[config.mk]
export PLATFORM = sky130hd
export DESIGN_NAME = wbr_param
export DESIGN_NICKNAME = d
export VERILOG_FILES = /design/src/rtl/wbr_pkg.sv /design/src/rtl/wbr_cell.sv /design/src/rtl/wbr_param.sv
export SDC_FILE = /design/constraint.sdc
export NUM_CORES = 1
export LEC_CHECK = 0
export ABC_CLOCK_PERIOD_IN_PS = 1200
export CAP_MARGIN = 30
export CORE_UTILIZATION = 44
export CTS_BUF_LIST = sky130_fd_sc_hd__clkbuf_16
export CTS_CLUSTER_SIZE = 25
export DETAILED_ROUTE_END_ITERATION = 16
export PLACE_DENSITY = 0.77
export SYNTH_ARGS = -nofsm -noshare
export SYNTH_HDL_FRONTEND = slang
export SYNTH_SLANG_ARGS = --single-unit
[constraint.sdc]
create_clock -name CLK -period 1.2 [get_ports CLK]
set_input_delay 0.24 -clock CLK [delete_from_list [all_inputs] [get_ports CLK]]
set_output_delay 0.24 -clock CLK [all_outputs]
set_load 0.1 [all_outputs]
[src/rtl/wbr_pkg.sv]
// wbr_pkg: shared definitions for the wrapper boundary register.
//   - wrapper mode encoding (2-bit) and named mode constants
//   - cnt_width(): width of a counter that must hold 0..len+1
package wbr_pkg;

  typedef logic [1:0] mode_t;

  localparam mode_t MODE_FUNC   = 2'b00;
  localparam mode_t MODE_INTEST = 2'b01;
  localparam mode_t MODE_EXTEST = 2'b10;
  localparam mode_t MODE_SAFE   = 2'b11;

  // Shift counter saturates at len+1, so it needs len+2 distinct values.
  function automatic int cnt_width(input int len);
    return $clog2(len + 2);
  endfunction

endpackage

[src/rtl/wbr_cell.sv]
// wbr_cell: one boundary-register cell (shift flop + update flop).
// Ports:
//   clk, resetn     clock, synchronous active-low reset
//   shift_en        load shift flop from si
//   capture_en      load shift flop from cap_d
//   update_en       copy shift flop into update flop
//   si, cap_d       serial and parallel data in
//   so              shift flop (feeds next cell toward scan out)
//   q               update flop (drives the mode mux in the top)
// Enables arrive already arbitrated by the top, so at most one is high.
import wbr_pkg::*;

module wbr_cell #(
  parameter logic RST_U = 1'b0
) (
  input  logic clk,
  input  logic resetn,
  input  logic shift_en,
  input  logic capture_en,
  input  logic update_en,
  input  logic si,
  input  logic cap_d,
  output logic so,
  output logic q
);

  always_ff @(posedge clk) begin
    if (!resetn) begin
      so <= 1'b0;
      q  <= RST_U;
    end else begin
      if (shift_en)        so <= si;
      else if (capture_en) so <= cap_d;
      if (update_en)       q  <= so;
    end
  end

endmodule

[src/rtl/wbr_param.sv]
// wbr_param: parametrised wrapper boundary register.
// One chain of NUM_OUT core-output cells (chain positions 0..NUM_OUT-1)
// followed by NUM_IN core-input cells. Scan path: WPSI -> cell L-1 -> ...
// -> cell 0 -> WPSO.
// Ports:
//   CLK, resetn                  clock, synchronous active-low reset
//   WPSI / WPSO                  serial scan in / out
//   shift_wr/capture_wr/update_wr  wrapper strobes (shift > capture > update)
//   mode                         00 func, 01 intest, 10 extest, 11 safe
//   BusDisable                   forces OE_MASK cells' pad_oe low
//   core_out/pad_out/pad_oe      core-output side
//   pad_in/core_in               core-input side
//   proto_err, len_err           sticky error flags, cleared only by reset
import wbr_pkg::*;

module wbr_param #(
  parameter int                  NUM_OUT  = 4,
  parameter int                  NUM_IN   = 3,
  parameter logic [NUM_OUT-1:0]  OE_MASK  = 4'b1000,
  parameter logic [NUM_OUT-1:0]  SAFE_OUT = '0,
  parameter logic [NUM_IN-1:0]   SAFE_IN  = '0
) (
  input  logic               CLK,
  input  logic               resetn,
  input  logic               WPSI,
  output logic               WPSO,
  input  logic               shift_wr,
  input  logic               capture_wr,
  input  logic               update_wr,
  input  logic [1:0]         mode,
  input  logic               BusDisable,
  input  logic [NUM_OUT-1:0] core_out,
  output logic [NUM_OUT-1:0] pad_out,
  output logic [NUM_OUT-1:0] pad_oe,
  input  logic [NUM_IN-1:0]  pad_in,
  output logic [NUM_IN-1:0]  core_in,
  output logic               proto_err,
  output logic               len_err
);

  localparam int             L     = NUM_OUT + NUM_IN;
  localparam int             CW    = cnt_width(L);
  localparam logic [L-1:0]   U_RST = {SAFE_IN, SAFE_OUT};

  logic [L-1:0]  sreg, ureg, cap_vec;
  logic [CW-1:0] shift_cnt;
  logic          do_shift, do_cap, do_upd, multi;

  // Only the highest-priority strobe executes.
  assign do_shift = shift_wr;
  assign do_cap   = capture_wr & ~shift_wr;
  assign do_upd   = update_wr & ~shift_wr & ~capture_wr;
  assign multi    = (shift_wr & capture_wr) | (shift_wr & update_wr) |
                    (capture_wr & update_wr);

  assign cap_vec  = {pad_in, core_out};

  genvar i;
  generate
    for (i = 0; i < L; i++) begin : g_cell
      logic si;
      if (i == L-1) begin : g_head
        assign si = WPSI;
      end else begin : g_body
        assign si = sreg[i+1];
      end
      wbr_cell #(.RST_U(U_RST[i])) u_cell (
        .clk        (CLK),
        .resetn     (resetn),
        .shift_en   (do_shift),
        .capture_en (do_cap),
        .update_en  (do_upd),
        .si         (si),
        .cap_d      (cap_vec[i]),
        .so         (sreg[i]),
        .q          (ureg[i])
      );
    end
  endgenerate

  // sreg[0] is already a flop, so scan out is registered with no extra stage.
  assign WPSO = sreg[0];

  // Shift counter and sticky error flags.
  always_ff @(posedge CLK) begin
    if (!resetn) begin
      shift_cnt <= '0;
      proto_err <= 1'b0;
      len_err   <= 1'b0;
    end else begin
      if (multi)                              proto_err <= 1'b1;
      if (do_upd && shift_cnt != CW'(L))      len_err   <= 1'b1;
      if (do_shift) begin
        if (shift_cnt != CW'(L+1))            shift_cnt <= shift_cnt + CW'(1);
      end else if (do_cap || do_upd) begin
        shift_cnt <= '0;
      end
    end
  end

  // Mode mux: purely combinational, never touches sreg/ureg.
  always_comb begin
    pad_out = core_out;
    core_in = pad_in;
    case (mode_t'(mode))
      MODE_INTEST: begin
        pad_out = SAFE_OUT;
        core_in = ureg[L-1:NUM_OUT];
      end
      MODE_EXTEST: begin
        pad_out = ureg[NUM_OUT-1:0];
        core_in = SAFE_IN;
      end
      MODE_SAFE: begin
        pad_out = SAFE_OUT;
        core_in = SAFE_IN;
      end
      default: ;
    endcase
  end

  logic oe_gate;
  assign oe_gate = BusDisable | (mode_t'(mode) == MODE_SAFE);
  assign pad_oe  = ~(OE_MASK & {NUM_OUT{oe_gate}});

endmodule

Yosys cells after proc, flatten, opt, wreduce, memory -nomap -nowiden
Cells that the tools add are included.
- multiplexer cells: 19
- equality and inequality tests: 6
- add/sub/neg operators: 1
- reductions and logical operators: 7
- bitwise operators: 12
- operators by type and width (kind ; number):
    2-to-1 mux 1 bit ; 14
    2-to-1 mux 4 bit ; 3
    case mux 4 bit (2 select lines) ; 1
    AND 1 bit ; 6
    case mux 3 bit (2 select lines) ; 1
    adder 4 x 1 -> 4 bit, second input constant ; 1
    equality test 2 bit, second input constant ; 2
    != test 4 x 3 -> 1 bit, second input constant ; 1
    != test 4 bit, second input constant ; 1
    NOT 4 bit ; 1
    nonzero test 2 bit ; 2
    OR reduction 2 bit ; 2
    bitwise OR 1 bit ; 3
    equality test 2 x 1 -> 1 bit, second input constant ; 1
    != test 2 x 1 -> 1 bit, second input constant ; 1
    NOT 1 bit ; 2
    AND reduction 2 bit ; 1
    logical AND 1 bit ; 1
    logical OR 1 bit ; 1
- word-level logic and storage cells: 62
- output and inout port bits: 14
- flip-flop bits (word level): 20

Logic depth before layout (Yosys ltp)
Gate-level depths: netlist of the first run.
- word-level depth: 6
- gate-level depth with buffers: 5
- gate-level depth less buffers: 5

Cells and area by module
Synthesis of the first run repeated with hierarchy kept, for this count alone.
- cell total of the unflattened synthesis: 107
- area total of the unflattened synthesis: 1053.5 um^2
- modules (own cells, without submodules) (module ; area an instance (um^2) ; cells each ; sequential area each (um^2) ; instances):
    wbr_cell ; 83.8 ; 7 ; 40.0 ; 7
    wbr_param ; 466.7 ; 58 ; 120.1 ; 1

Least setup slack after synthesis of the first run
Ideal clock, no wire load.
- kind: input-to-output
- from: in mode[1]
- to: out pad_oe[3]
- cell stages on the path: 2
- data required time: 0.960 ns
- arrival time: 1.900 ns
- buffers on the path: 1
- slack: -0.940 ns
- cell sequence: buf_2 a21oi_1
- cells in the longest elaborated chain, start to end: 3
- RTL lines (item ; RTL line ; source):
    from (decl) ; wbr_param.sv:30 ; input logic [1:0] mode,
    equality test 2 bit ; wbr_param.sv:123 ; assign oe_gate = BusDisable | (mode_t'(mode) == MODE_SAFE);
    bitwise OR 1 bit ; wbr_param.sv:123 ;
    NOT 4 bit ; wbr_param.sv:124 ; assign pad_oe = ~(OE_MASK & {NUM_OUT{oe_gate}});
    to (decl) ; wbr_param.sv:34 ; output logic [NUM_OUT-1:0] pad_oe,
No other way between the ends.

Worst setup path after layout of the first run
- from: reg g_cell[6].u_cell.q
- to: out core_in[2]
- cells in the longest elaborated chain, start to end: 1
- RTL lines (item ; RTL line ; source):
    from (decl) ; wbr_cell.sv:24 ; output logic q
    from (signal assigned) ; wbr_cell.sv:34 ; if (update_en) q <= so;
    case mux 3 bit (2 select lines) ; wbr_param.sv:105 ; case (mode_t'(mode))
    to (decl) ; wbr_param.sv:36 ; output logic [NUM_IN-1:0] core_in,
No other way between the ends.

==> impl_metrics.json, run 1 <==
{
  "io_pins": 30,
  "hold_class": "flip-flop to flip-flop",
  "critPathLaunchType": "flip-flop",
  "die_x_um": 51.2,
  "dp.cells": 179,
  "wl_mm": 2.91,
  "worstPathArrival_ps": 1000,
  "grt_max_degree": 15,
  "finalCritPeriodShare_pct": 103,
  "worstHoldStart": "proto_err$_SDFFE_PN0P_",
  "final.min_clock_period_ps": 1240,
  "place_congestion": 0.778,
  "die_area_um2": 2620,
  "grt_pass1_wl_mm": 4.75,
  "ir_worst_vdd_mv": 0.887,
  "synth_cell_types": 27,
  "overflow": 0,
  "p_leak_uw": 0.000696,
  "r2r_end": "shift_cnt[0]$_SDFFE_PN0P_",
  "synth_top_area_share_pct": 37.6,
  "num_antenna_cells": 0,
  "worst-r2r-cell-count": 5,
  "p_per_area_nw_per_um2": 1200,
  "synth-edff-count": 0,
  "status": "finished with violations",
  "num_rows": 17,
  "avgViaCountPerCell": 5.36,
  "post-synth-top-count-cell": "mux2i_1",
  "rsz0062_at_grt": "yes",
  "syn_inst": 119,
  "grt_pass1_vias": 1023,
  "instances_no_fill": 185,
  "num-nets-final": 176,
  "endpoint_kind": "output pin",
  "core-area_um2": 2250,
  "dr.pass1.iters": 4,
  "critPathKind": "flip-flop to output pin",
  "syn_to_final_growth_pct": 69.0,
  "ys_ff_latch": 20,
  "setup_ws_ps": -36.3,
  "grt_usage_pct": 24.9,
  "fmax_mhz": 809,
  "hold_buffers": 0,
  "ys_seq_area_share_pct": 37.6,
  "clock_sinks": 20,
  "maxCapViolCount": 0,
  "maxSlewViolCount": 0,
  "required_ps": 960,
  "synth_area_um2": 1060,
  "worst-path-max-fanout": 2,
  "ant_nets": 0,
  "synth_area_leader_cell": "dfxtp_1",
  "die_y_um": 51.2,
  "yosys_most_used_dff": "dfxtp_1",
  "antenna_found_initial": 0,
  "drt_iter0_markers": 12,
  "setup_viol": 4,
  "crit_end": "core_in[2]",
  "synth.avg_cell_area_um2": 8.95,
  "place_hpwl_mm": 1.88,
  "clock-root-buffer": "clkbuf_16",
  "clk_latency_ps": 250,
  "synth_common_cells": "mux2i_1 (21), dfxtp_1 (20), nand2_1 (12)",
  "synthArstFlopShare_pct": 0,
  "startpoint": "g_cell[6].u_cell.q$_SDFFE_PN0P_",
  "drc": 0,
  "vias": 992,
  "io_buffer_count": 26,
  "pre_cts_ws_ps": -506,
  "yosys_warnings": 0,
  "clk_pin_slew_worst_paths_ps": 60,
  "tritoncts": "yes",
  "r2r_setup_slack_ps": 80,
  "initial_core_util_pct": 47.2,
  "clock_skew_ps": 2.47,
  "r2r-start": "shift_cnt[0]$_SDFFE_PN0P_",
  "drive_gt1_share_pct": 40.8,
  "synth_area_leaders": "dfxtp_1 (38%), mux2i_1 (20%), nor2b_1 (5.3%), nand2_1 (4.2%), and2_1 (4.1%)",
  "cts_made_buffers": 3,
  "hold_violations": 0,
  "clockBufferDepth": 2,
  "htree_levels": 1,
  "violations": "setup timing",
  "avgRoutedWirePerCell_um": 15.7
}
[metal layers]
metal	track usage [%]	share of wire [%]	up-vias	wire length, um
li1	-	-	478	-
met1	27.3	41	488	1200
met2	49.1	55	22	1600
met3	2.68	2.6	4	76
met4	6.94	0.93	0	27
met5	0	0	-	0
[cell type report]
type / instances / area (um2)
Multi-Input combinational cell: 86 / 738
Clock buffer: 3 / 75.1
Clock inverter: 1 / 30.0
Timing Repair Buffer: 43 / 492
Sequential cell: 20 / 414
Tap cell: 28 / 35.0
Inverter: 4 / 15.0
Fill cell: 148 / 455
[power by group]
group	total [uW]	internal, uW	switching, uW
Clock	915	662	253
Sequential	715	691	24.5
Combinational	536	215	321
Total	2170	1570	599
[how the worst min path moves through the flow]
stage                                end  depth (start not counted)
6_report          proto_err$_SDFFE_PN0P_                          1
3_5_place_dp      proto_err$_SDFFE_PN0P_                          1
4_1_cts           proto_err$_SDFFE_PN0P_                          1
3_3_place_gp      proto_err$_SDFFE_PN0P_                          1
5_1_grt           proto_err$_SDFFE_PN0P_                          1
2_1_floorplan  shift_cnt[0]$_SDFFE_PN0P_                          2
[critical path: stages, from the launching register on]
cell     delay [ps]
dfxtp_2         320
mux2i_2         200
nor2_4           60
buf_12          160
[timing repair]
action / 4_1_cts / 5_1_grt
gates resized for setup: 42 / 10
setup buffers: 1 / 1
endpoints found under the setup margin: 27 / 11
endpoints found under the hold margin: 0 / 0
pin swaps: 5 / 3
[placed cells by master, fill, tap and decap left out, drive strengths merged, types with 2 or more instances in the layout]
| master | n |
|---|---|
| dlygate4sd2 | 11 |
| a21oi | 2 |
| nand3b | 2 |
| conb | 3 |
| inv | 4 |
| dfxtp | 20 |
| ha | 2 |
| mux2i | 21 |
| clkbuf | 3 |
| nor2b | 9 |
| a41oi | 2 |
| o22ai | 2 |
| nor3b | 2 |
| nor2 | 7 |
| buf | 30 |
| and2 | 7 |
| clkdlybuf4s50 | 2 |
| nand2 | 12 |
| o21ai | 8 |
[sequential cells by signal (all words and copies together) (netlist names)]
register,flops
len_err,1
shift_cnt,4
proto_err,1
g_cell.u_cell.so,7
g_cell.u_cell.q,7
[per-stage QoR]
step                cell area [um2]  total power (uW)  hold WS [ps]  utilization, %  TNS, ps
finish                         1800              2170           497            79.8    -76.6
detailed placement             1590              1230           485            70.3   -10200
global placement               1590              1220           478            70.3    -9350
global route                   1800              2230           518            79.8     -269
floorplan                      1150              1050           397               -     -998
CTS                            1750              2150           498            77.5     -296
[cell families after synthesis]
group           synth area share (%)
flops                           37.6
fa+ha+maj                       3.29
simple gates                    20.9
buf+inv                         8.46
compound gates                  9.64
other cells                    0.352
mux                             19.7
No activity file was read; power rests on OpenSTA's default activity.
==> run 2, diff against run 1 <==
--- a/config.mk
+++ b/config.mk
@@ -7,6 +7,7 @@
 export LEC_CHECK = 0
 export ABC_CLOCK_PERIOD_IN_PS = 1200
 export CAP_MARGIN = 30
+export CORE_ASPECT_RATIO = 0.75
 export CORE_UTILIZATION = 44
 export CTS_BUF_LIST = sky130_fd_sc_hd__clkbuf_16
 export CTS_CLUSTER_SIZE = 25
==> run 2 against run 1 <==
The run still ends with setup timing left; worst hold slack worse by 6.7 ps; fmax is 0.45% lower; power shrank 11%; via count fell by 4.0%; clock-buffer cell count unchanged; critical endpoint is now core_in[1]; highest routed layer is now met3.
==> impl_metrics.json, run 2 (synthesis gave the netlist of run 1 again) <==
{
  "status": "finished with violations",
  "violations": "setup timing",
  "core-area_um2": 2290,
  "grt_usage_pct": 23.1,
  "die_x_um": 58.8,
  "htree_levels": 1,
  "grt_pass1_vias": 975,
  "drive_gt1_share_pct": 38.7,
  "setup_ws_ps": -41.9,
  "worst-r2r-cell-count": 5,
  "whs_path_depth": 1,
  "place_hpwl_mm": 1.86,
  "maxCapViolCount": 0,
  "num_rows": 15,
  "path_buf_inv": 1,
  "critPathLaunchType": "flip-flop",
  "dp.cells": 184,
  "finalPower_uw": 1920,
  "die_y_um": 44.6,
  "path_cells": "mux2i_2 > nor2_4 > buf_12",
  "hold_buffers": 0,
  "io_buffer_count": 26,
  "critPathTopFamily": "flip-flops",
  "p_sw_uw": 574,
  "final.min_clock_period_ps": 1240,
  "drc": 0,
  "seqPwrFrac_pct": 37.2,
  "hold_violations": 0,
  "ir_worst_vdd_mv": 0.609,
  "met3_length_um": 124,
  "most-common-layout-cells": "mux2i_1 (14), nand2_1 (12), buf_12 (12)",
  "seq_area_um2": 414,
  "avgRoutedWirePerCell_um": 13.7,
  "cp_num_cells": 3,
  "fmax_mhz": 805,
  "netSwitchingFraction_pct": 29.9,
  "io_pins": 30,
  "grt_pass1_wl_mm": 4.46,
  "rsz0062_at_grt": "yes",
  "slowest_stage": "dfxtp_2",
  "worstPathArrival_ps": 1000,
  "die_area_um2": 2620,
  "cp_slowest_stage_delay_ps": 320,
  "multi_input_comb_area_um2": 734,
  "initial_core_util_pct": 46.5,
  "dr.pass1.iters": 4,
  "clk_latency_ps": 250,
  "hold_class": "flip-flop to flip-flop",
  "critPathKind": "flip-flop to output pin",
  "p_leak_uw": 0.000679,
  "setup_viol": 6,
  "syn_to_final_growth_pct": 66.7,
  "endpoint_kind": "output pin",
  "tritoncts": "yes",
  "overflow": 0,
  "pwr-share-comb_pct": 27.5,
  "final_common_cell": "mux2i_1",
  "avgViaCountPerCell": 5.04,
  "clk_pin_slew_worst_paths_ps": 50,
  "fin_util_pct": 77.5,
  "clockBufferDepth": 2,
  "fill_cells": 146,
  "grt_max_degree": 23,
  "required_ps": 960,
  "p_per_area_nw_per_um2": 1080,
  "worst-path-max-fanout": 2,
  "instances_no_fill": 189,
  "highest_layer": "met3",
  "clock-root-buffer": "clkbuf_16",
  "antenna_found_initial": 0,
  "p_int_uw": 1350,
  "num_antenna_cells": 0,
  "wl_met1_mm": 1.13,
  "vias": 952,
  "finalCritPeriodShare_pct": 103,
  "clock_sinks": 20,
  "maxSlewViolCount": 0,
  "cts_made_buffers": 3,
  "drt_iter0_markers": 22,
  "ant_nets": 0,
  "p_clk_share_pct": 35.3,
  "dr_wl_met2_mm": 1.35,
  "largestRegisters": "g_cell.u_cell.q x7, g_cell.u_cell.so x7, shift_cnt x4",
  "clock_skew_ps": 2.62,
  "wl_mm": 2.60,
  "num-nets-final": 174,
  "place_congestion": 0.789
}
-- run 2: what timing repair did --
item	in CTS	in global routing
resized for setup	45	6
pin swaps	6	4
setup buffers	1	1
endpoints found under the setup margin	26	11
-- run 2: worst paths after layout --
kind | from | to | slack, ps
max reg2reg | shift_cnt[0]$_SDFFE_PN0P_ | shift_cnt[1]$_SDFFE_PN0P_ | 80
min | proto_err$_SDFFE_PN0P_ | proto_err$_SDFFE_PN0P_ | 490
max | g_cell[5].u_cell.q$_SDFFE_PN0P_ | core_in[1] | -40
min reg2reg | proto_err$_SDFFE_PN0P_ | proto_err$_SDFFE_PN0P_ | 490
-- run 2: area by class of cell --
type | instances | area share, %
well taps | 34 | 2.40
multi-input cells | 86 | 41.4
repair buffers | 41 | 27.6
inverters | 4 | 0.846
clock inverters | 1 | 0.211
flip-flops and latches | 20 | 23.3
clock buffers | 3 | 4.23
-- run 2: power by group through the flow --
stage	clock network (uW)	logic (uW)	registers (uW)
final	679	530	715
after global routing	728	557	718
after CTS	686	530	713
after detailed placement	0	507	725
after global placement	0	499	723
after floorplan	0	288	762
-- run 2: metrics by stage --
stage / instance area, um2 / setup WS [ps] / hold WS (ps) / setup TNS [ps]
final: 1780 / -41.9 / 490 / -83.4
after global routing: 1780 / -67.2 / 511 / -297
after CTS: 1770 / -62.8 / 492 / -178
after detailed placement: 1600 / -483 / 479 / -10040
after global placement: 1600 / -422 / 476 / -9270
after floorplan: 1150 / -188 / 397 / -998
-- run 2: routing by layer --
layer  global-route usage [%]  up-vias
met4                     3.33        0
met1                     28.3      454
met2                     41.6       27
li1                         -      471
met3                     6.43        0
met5                        0        -
==> run 3, diff against run 2 <==
--- a/config.mk
+++ b/config.mk
@@ -12,7 +12,9 @@
 export CTS_BUF_LIST = sky130_fd_sc_hd__clkbuf_16
 export CTS_CLUSTER_SIZE = 25
 export DETAILED_ROUTE_END_ITERATION = 16
+export GPL_ROUTABILITY_DRIVEN = 0
 export PLACE_DENSITY = 0.77
+export SLEW_MARGIN = 20
 export SYNTH_ARGS = -nofsm -noshare
 export SYNTH_HDL_FRONTEND = slang
 export SYNTH_SLANG_ARGS = --single-unit
==> results of run 3 <==
The final DEF is identical to that of run 2; final timing and power are the same.
